[config.mk]
export PLATFORM = sky130hd
export DESIGN_NAME = data_mem_port_master
export DESIGN_NICKNAME = d
export VERILOG_FILES = /design/src/rtl/data_mem_port_master_pkg.sv /design/src/rtl/data_mem_port_master_sat_counter.sv /design/src/rtl/data_mem_port_master.sv
export SDC_FILE = /design/constraint.sdc
export NUM_CORES = 1
export LEC_CHECK = 0
export CORE_MARGIN = 8
export CORE_UTILIZATION = 45
export CTS_CLUSTER_DIAMETER = 120
export DETAILED_ROUTE_END_ITERATION = 8
export PLACE_DENSITY = 0.93
export SYNTH_ARGS = -nofsm -noshare
export SYNTH_HDL_FRONTEND = slang
export SYNTH_SLANG_ARGS = --single-unit
[constraint.sdc]
create_clock -name clk -period 3.7 [get_ports clk]
set_input_delay 0.74 -clock clk [delete_from_list [all_inputs] [get_ports clk]]
set_output_delay 0.74 -clock clk [all_outputs]
set_load 0.02 [all_outputs]
[src/rtl/data_mem_port_master_pkg.sv]
// Shared constants and FSM encoding for the data memory port master.
// Default memory depth, word/address widths and the controller state type.
package mem_pkg;

    localparam int unsigned MEM_DEPTH_DEF = 65536;
    localparam int          WORD_W        = 32;
    localparam int          ADDR_W        = 32;

    typedef enum logic [1:0] {
        ST_IDLE   = 2'd0,
        ST_ACCESS = 2'd1,
        ST_RESP   = 2'd2
    } state_t;

endpackage

[src/rtl/data_mem_port_master_sat_counter.sv]
// Saturating up-counter: increments on inc, sticks at all-ones instead of wrapping.
module sat_counter #(
    parameter int WIDTH = 16
) (
    input  logic             clk,
    input  logic             rst,
    input  logic             inc,
    output logic [WIDTH-1:0] count
);

    always_ff @(posedge clk) begin
        if (rst) begin
            count <= '0;
        end else if (inc && (count != {WIDTH{1'b1}})) begin
            count <= count + 1'b1;
        end
    end

endmodule

[src/rtl/data_mem_port_master.sv]
// Initiator side of data_memory: one access per core load/store request,
// address range check, held response, and saturating access statistics.
//
// state     | meaning
// ----------+-------------------------------------------------------------
// ST_IDLE   | ready for a request; memory outputs hold last values
// ST_ACCESS | single memory cycle; write strobe only for in-range stores
// ST_RESP   | response held on resp_* until resp_ready retires it
module data_mem_port_master
    import mem_pkg::*;
#(
    parameter int unsigned MEM_DEPTH = MEM_DEPTH_DEF,
    parameter int          CNT_W     = 16
) (
    input  logic              clk,
    input  logic              rst,
    input  logic              req_valid,
    output logic              req_ready,
    input  logic              req_we,
    input  logic [ADDR_W-1:0] req_addr,
    input  logic [WORD_W-1:0] req_wdata,
    output logic              resp_valid,
    input  logic              resp_ready,
    output logic [WORD_W-1:0] resp_rdata,
    output logic              resp_err,
    output logic [ADDR_W-1:0] mem_read_address,
    output logic [ADDR_W-1:0] mem_write_address,
    output logic              mem_write_enable,
    output logic [WORD_W-1:0] mem_data_in,
    input  logic [WORD_W-1:0] mem_data_out,
    output logic [CNT_W-1:0]  rd_count,
    output logic [CNT_W-1:0]  wr_count,
    output logic [CNT_W-1:0]  err_count
);

    // One extra bit so a depth of 2^ADDR_W still compares correctly.
    localparam int                AW1       = ADDR_W + 1;
    localparam logic [ADDR_W:0]   DEPTH_EXT = AW1'(MEM_DEPTH);

    state_t              state;
    state_t              state_nx;
    logic                accept;
    logic                retire;

    logic [ADDR_W-1:0]   mem_addr_q;
    logic [WORD_W-1:0]   mem_wdata_q;
    logic                we_q;
    logic                in_range_q;
    logic                resp_valid_q;
    logic [WORD_W-1:0]   resp_rdata_q;
    logic                resp_err_q;

    always_ff @(posedge clk) begin
        if (rst) begin
            state <= ST_IDLE;
        end else begin
            state <= state_nx;
        end
    end

    always_comb begin
        state_nx         = state;
        req_ready        = 1'b0;
        mem_write_enable = 1'b0;
        accept           = 1'b0;
        retire           = 1'b0;
        case (state)
            ST_IDLE: begin
                req_ready = 1'b1;
                if (req_valid) begin
                    accept   = 1'b1;
                    state_nx = ST_ACCESS;
                end
            end
            ST_ACCESS: begin
                mem_write_enable = we_q && in_range_q;
                state_nx         = ST_RESP;
            end
            ST_RESP: begin
                if (resp_ready) begin
                    retire   = 1'b1;
                    state_nx = ST_IDLE;
                end
            end
            default: state_nx = ST_IDLE;
        endcase
    end

    always_ff @(posedge clk) begin
        if (rst) begin
            mem_addr_q   <= '0;
            mem_wdata_q  <= '0;
            we_q         <= 1'b0;
            in_range_q   <= 1'b0;
            resp_valid_q <= 1'b0;
            resp_rdata_q <= '0;
            resp_err_q   <= 1'b0;
        end else begin
            if (accept) begin
                mem_addr_q  <= req_addr;
                mem_wdata_q <= req_wdata;
                we_q        <= req_we;
                in_range_q  <= ({1'b0, req_addr} < DEPTH_EXT);
            end
            // Read data is captured from the combinational memory output during ACCESS.
            if (state == ST_ACCESS) begin
                resp_valid_q <= 1'b1;
                resp_rdata_q <= (!we_q && in_range_q) ? mem_data_out : '0;
                resp_err_q   <= !in_range_q;
            end
            if (retire) begin
                resp_valid_q <= 1'b0;
            end
        end
    end

    assign mem_read_address  = mem_addr_q;
    assign mem_write_address = mem_addr_q;
    assign mem_data_in       = mem_wdata_q;
    assign resp_valid        = resp_valid_q;
    assign resp_rdata        = resp_rdata_q;
    assign resp_err          = resp_err_q;

    sat_counter #(.WIDTH(CNT_W)) u_rd_cnt (
        .clk   (clk),
        .rst   (rst),
        .inc   (retire && !we_q && in_range_q),
        .count (rd_count)
    );

    sat_counter #(.WIDTH(CNT_W)) u_wr_cnt (
        .clk   (clk),
        .rst   (rst),
        .inc   (retire && we_q && in_range_q),
        .count (wr_count)
    );

    sat_counter #(.WIDTH(CNT_W)) u_err_cnt (
        .clk   (clk),
        .rst   (rst),
        .inc   (retire && !in_range_q),
        .count (err_count)
    );

endmodule

==> results of run 1 <==
Yosys cell counts (2+ instances only):
cell / instances / area share
nor2b_1: 4 / 0.0041
a21oi_1: 104 / 0.085
inv_1: 6 / 0.0037
nor3_1: 5 / 0.0041
o31ai_1: 23 / 0.028
buf_4: 33 / 0.040
or3_1: 11 / 0.011
o311ai_0: 3 / 0.0043
a22oi_1: 32 / 0.039
o41ai_1: 4 / 0.0057
nor4_1: 8 / 0.0081
mux2_2: 4 / 0.0073
nand3b_1: 2 / 0.0024
o21ai_0: 15 / 0.012
nand4_1: 18 / 0.018
clkbuf_1: 36 / 0.022
dfxtp_1: 150 / 0.49
buf_2: 4 / 0.0033
ha_1: 3 / 0.0061
or4_1: 26 / 0.032
nand3_1: 15 / 0.012
and4_1: 8 / 0.011
or3b_2: 3 / 0.0043
nand2_1: 146 / 0.089
buf_1: 4 / 0.0024
nor2_1: 44 / 0.027
and3_1: 3 / 0.0031
area by class of cell:
class,instances,area [µm²],area share
Sequential cell,150,3003,0.3199
Timing Repair Buffer,291,2883,0.3071
Multi-Input combinational cell,497,2695,0.2871
Inverter,6,22.52,0.002399
Clock inverter,11,107.6,0.01146
Clock buffer,20,456.7,0.04865
Tap cell,176,220.2,0.02346
layer usage:
metal / wire (µm) / global-route usage / share of wire
met1: 7956 / 0.2460 / 0.37
met2: 10860 / 0.4030 / 0.51
met3: 1917 / 0.09387 / 0.090
met4: 517 / 0.09338 / 0.024
met5: 0 / 0 / 0
metrics by stage:
stage | power, mW | utilization | worst slack (ps) | instances
5_1_grt | 4.000 | 0.7061 | 939.6 | 1151
4_1_cts | 3.890 | 0.7061 | 1016 | 1151
2_1_floorplan | 1.970 | - | 1586 | 731
3_5_place_dp | 2.238 | 0.6637 | 869.9 | 1120
6_report | 3.864 | 0.7061 | 1036 | 1151
3_3_place_gp | 2.230 | 0.6637 | 949.0 | 1120
final timing paths:
kind | startpoint | endpoint | slack (ps) | cells past startpoint
max | state[0] | mem_write_enable | 1040 | 3
min | mem_data_in[28] | mem_data_in[28] | 450 | 2
max reg2reg | u_err_cnt.count[0] | u_err_cnt.count[0] | 1500 | 5
min reg2reg | mem_data_in[28] | mem_data_in[28] | 450 | 2
flip-flops by register name, indices dropped and copies added, names as in the netlist, 2 cells and up:
name	flops
u_rd_cnt.count	16
state	2
mem_data_in	32
resp_rdata	32
u_err_cnt.count	16
mem_read_address	32
u_wr_cnt.count	16
worst min-delay path: cells and delay by family, from the launching register on:
kind | cells | cell delay (ps)
simple gates | 1 | 50
compound gates | 1 | 50
flops | 1 | 310
logic make-up (layout without fill, tap and decap cells):
| kind of cell | count (synthesis) | after routing | share of synthesized area |
|---|---|---|---|
| AND/OR/NAND/NOR | 302 | 302 | 0.2403 |
| AO/OA/AOI/OAI | 186 | 186 | 0.1809 |
| flip-flops | 150 | 150 | 0.4888 |
| buffers and inverters | 84 | 328 | 0.07352 |
| multiplexers | 5 | 5 | 0.008961 |
| adder cells (fa/ha/maj) | 3 | 3 | 0.006111 |
| XOR/XNOR | 1 | 1 | 0.001426 |
power breakdown:
part | switching, mW | internal (mW)
Sequential | 0.0374 | 1.67
Combinational | 0.253 | 0.246
Clock | 0.648 | 1.01
Total | 0.939 | 2.92
==> impl_metrics.env, run 1 <==
export IMPL_final_nets=1067
export IMPL_portBuffers=280
export IMPL_die_area_mm2=0.01765
export IMPL_fillers=998
export IMPL_cts_setup_buffers=0
export IMPL_fp_dieW_um=132.8
export IMPL_cts_clk_slew_worst_paths_ps=60
export IMPL_hold_ws_ps=451.6
export IMPL_cts_tree="yes"
export IMPL_worstSetupPathType="reg2out"
export IMPL_n_antenna_cell=0
export IMPL_crit_family="buffers and inverters"
export IMPL_layout_drive_gt1_share=0.05744
export IMPL_grt_pass1_wl_um=33220
export IMPL_cap_viol_max_count=0
export IMPL_grt_pass1_vias=6345
export IMPL_final_cell_area_mm2=0.009388
export IMPL_crit_path_cell_trace="and2b_2 > and3_1 > clkdlybuf4s50_1"
export IMPL_synth_seq_cells=150
export IMPL_fin_tns_setup_ps=0
export IMPL_firstDrtPassIters=5
export IMPL_ys_types=44
export IMPL_syn_inst=731
export IMPL_path_max_fanout=9
export IMPL_synthesis_area_mm2=0.006143
export IMPL_crit_path_end_kind="primary output"
export IMPL_layout_commonest_cell="clkdlybuf4s50_1"
export IMPL_rows=42
export IMPL_final_hold_violation_count=0
export IMPL_place_area_mm2=0.008823
export IMPL_wire_per_inst_um=18.46
export IMPL_worstSetupStartpointType="flip-flop"
export IMPL_hpwlAfterDp_um=15560
export IMPL_post_cts_resized=0
export IMPL_required_ps=2960
export IMPL_synth_edf_count=0
export IMPL_skew_ps=4.859
export IMPL_syn_nets=835
export IMPL_synthArstFlopShare=0
export IMPL_max_freq_mhz=375.3
export IMPL_detail_route_vias_per_cell=5.537
export IMPL_vdd_ir_drop_max_mv=0.3217
export IMPL_cts_sinks=150
export IMPL_area_growth_pct=52.81
export IMPL_hold_class="reg2reg"
export IMPL_cts_inserted_buffers=17
export IMPL_finalSetupViolCount=0
export IMPL_syn_area_per_cell_um2=8.404
export IMPL_clock_latency_ps=410
export IMPL_gp_congestion=0.8397
export IMPL_initial_utilization=0.4621
export IMPL_final_cell_mix="clkdlybuf4s50_1, dfxtp_1, nand2_1"
export IMPL_die_h_um=132.8
export IMPL_status="finished clean"
export IMPL_first_iter_violations=483
export IMPL_antenna_found_initial=0
export IMPL_cts_htree_levels=4
export IMPL_post_route_drc_count=0
export IMPL_drt_wl_total_um=21250
export IMPL_timing_final_crit_share=0.7201
export IMPL_postCtsHoldBufs=0
export IMPL_cp_slowest_cell="clkdlybuf4s50_1"
export IMPL_worstPathArrival_ps=1920
export IMPL_tightest_slew_ps=976.8
export IMPL_cts_root_buf="clkbuf_16"
export IMPL_track_usage=0.2325
export IMPL_relSlewSlack=0.3438
export IMPL_crit_buf_inv=1
export IMPL_ys_flop_type="dfxtp_1"
export IMPL_ant_nets=0
export IMPL_core_area_mm2=0.01330
export IMPL_ios=281
export IMPL_crit_path_max_incr_delay_ps=620
export IMPL_vias=6373
export IMPL_grt_overflow=0
export IMPL_grt_setup_unrepaired="no"
export IMPL_drv_slew=0
export IMPL_cts_buffer_depth=2
export IMPL_min_period_ps=2664
export IMPL_yosysSeqAreaShare=0.4888
export IMPL_powerDensity_mw_per_mm2=411.6
export IMPL_ys_warn_count=0
export IMPL_p_leak_nw=3.202
export IMPL_grt_max_degree=66
(Power assumes the default switching activity.)
==> run 2, diff against run 1 <==
Settings changed: CORE_UTILIZATION 45 to 42, PLACE_DENSITY 0.93 to 0.88.
Clock period 3.7 ns to 2.71 ns, I/O delays scaled along.
==> run 2 against run 1 <==
  * Sequential power grew 36%
  * Combinational power is 39% higher
  * Critical path depth unchanged
  * Sequential share of layout area fell by 0.61 points
  * Hold slack improved by 1.4 ps
  * Core utilization fell by 4.3 points
  * Final cell count is 0.61% higher
  * Power grew 50%
  * Clock skew increased by 1.6 ps
  * Worst setup slack worse by 780 ps
  * Largest cell class unchanged
==> impl_metrics.env, run 2 (synthesis results as in run 1) <==
export IMPL_drt_wl_total_um=20710
export IMPL_track_usage=0.2138
export IMPL_tightest_slew_ps=895.2
export IMPL_grt_pass1_wl_um=31800
export IMPL_vdd_ir_drop_max_mv=0.3708
export IMPL_wire_per_inst_um=17.89
export IMPL_cts_root_buf="clkbuf_16"
export IMPL_antenna_found_initial=0
export IMPL_relSlewSlack=0.3986
export IMPL_hpwlAfterDp_um=15040
export IMPL_cap_viol_max_count=0
export IMPL_crit_path_end_kind="primary output"
export IMPL_first_iter_violations=366
export IMPL_core_area_mm2=0.01442
export IMPL_p_leak_nw=3.272
export IMPL_finalSetupViolCount=0
export IMPL_gp_congestion=0.8206
export IMPL_cts_sinks=150
export IMPL_max_freq_mhz=406.8
export IMPL_required_ps=2170
export IMPL_power_mw=5.795
export IMPL_grt_setup_unrepaired="no"
export IMPL_timing_final_crit_share=0.9070
export IMPL_worstPathArrival_ps=1920
export IMPL_post_route_drc_count=0
export IMPL_area_growth_pct=55.78
export IMPL_vias=6251
export IMPL_min_period_ps=2458
export IMPL_path_max_fanout=9
export IMPL_drv_slew=0
export IMPL_min_path_cells=2
export IMPL_final_hold_violation_count=0
export IMPL_detail_route_vias_per_cell=5.398
export IMPL_clock_latency_ps=420
export IMPL_powerDensity_mw_per_mm2=605.5
export IMPL_n_antenna_cell=0
export IMPL_ant_nets=0
export IMPL_status="finished clean"
export IMPL_cts_tree="yes"
export IMPL_grt_max_degree=65
export IMPL_die_area_mm2=0.01875
export IMPL_multiInputGateArea_mm2=0.002695
export IMPL_postCtsHoldBufs=0
export IMPL_final_cell_area_mm2=0.009570
export IMPL_firstDrtPassIters=5
export IMPL_grt_overflow=0
export IMPL_cts_setup_buffers=0
export IMPL_final_seq_area_mm2=0.003003
export IMPL_final_cell_mix="clkdlybuf4s50_1, dfxtp_1, nand2_1"
export IMPL_final_util=0.6635
export IMPL_initial_utilization=0.4259
export IMPL_final_nets=1066
export IMPL_die_h_um=136.9
export IMPL_worstSetupStartpointType="flip-flop"
export IMPL_fp_dieW_um=136.9
export IMPL_fillers=1139
export IMPL_portBuffers=280
export IMPL_ios=281
export IMPL_cts_clk_slew_worst_paths_ps=60
export IMPL_layout_drive_gt1_share=0.05544
export IMPL_grt_pass1_vias=6141
export IMPL_cts_inserted_buffers=17
export IMPL_hold_class="reg2reg"
export IMPL_worstSetupPathType="reg2out"
export IMPL_place_area_mm2=0.008876
export IMPL_post_cts_resized=0
export IMPL_skew_ps=6.417
export IMPL_hold_ws_ps=453.0
export IMPL_cts_buffer_depth=2
export IMPL_layout_commonest_cell="clkdlybuf4s50_1"
export IMPL_rows=44
export IMPL_r2r_cells=5
export IMPL_cts_htree_levels=4
run 2: cell count changes in the layout (fill, tap and decap cells not counted):
| cell | delta |
|---|---|
| clkbuf_8 | +1 |
| clkbuf_1 | +1 |
| bufinv_16 | +5 |
| clkinv_2 | -6 |
| buf_4 | -5 |
| buf_12 | +4 |
| clkinvlp_4 | -1 |
run 2: stage by stage:
stage | worst slack, ps | TNS [ps] | instances
after floorplan | 651.8 | 0 | 731
after global placement | 73.97 | 0 | 1127
after detailed placement | -19.17 | -40.26 | 1127
after CTS | 244.8 | 0 | 1158
after global routing | 168.5 | 0 | 1158
final | 251.9 | 0 | 1158
run 2: report_power, final:
part           switching [mW]  leakage (nW)  internal (mW)  total, mW
Sequential             0.0501          1.22           2.27       2.32
Clock                   0.893         0.340           1.89       2.78
Combinational           0.348          1.71          0.344      0.692
run 2: worst paths after layout:
check | startpoint | endpoint | slack, ps
hold reg to reg | mem_data_in[23] | mem_data_in[23] | 450
setup / recovery | state[0] | mem_write_enable | 250
setup reg to reg | u_rd_cnt.count[0] | u_rd_cnt.count[10] | 590
hold / removal | mem_data_in[23] | mem_data_in[23] | 450
run 2: layer usage:
layer / wire, µm / vias to the layer above / global-route usage
li1: - / 3053 / -
met5: 0 / - / 0
met2: 10190 / 253 / 0.3611
met4: 407 / 0 / 0.08751
met3: 2124 / 32 / 0.08811
met1: 7993 / 2913 / 0.2328
run 2: area by class of cell:
cell class              count  area share
clock buffers              22     0.04955
repair buffers            290      0.3057
clock inverters             9     0.02301
inverters                   6    0.002353
multi-input cells         497      0.2816
flip-flops and latches    150      0.3138
well taps                 184     0.02406
run 2: critical path: stages, from the launching register on:
cell             delay (ps)
dfxtp_1                 480
and2b_2                 210
and3_1                  190
clkdlybuf4s50_1         620
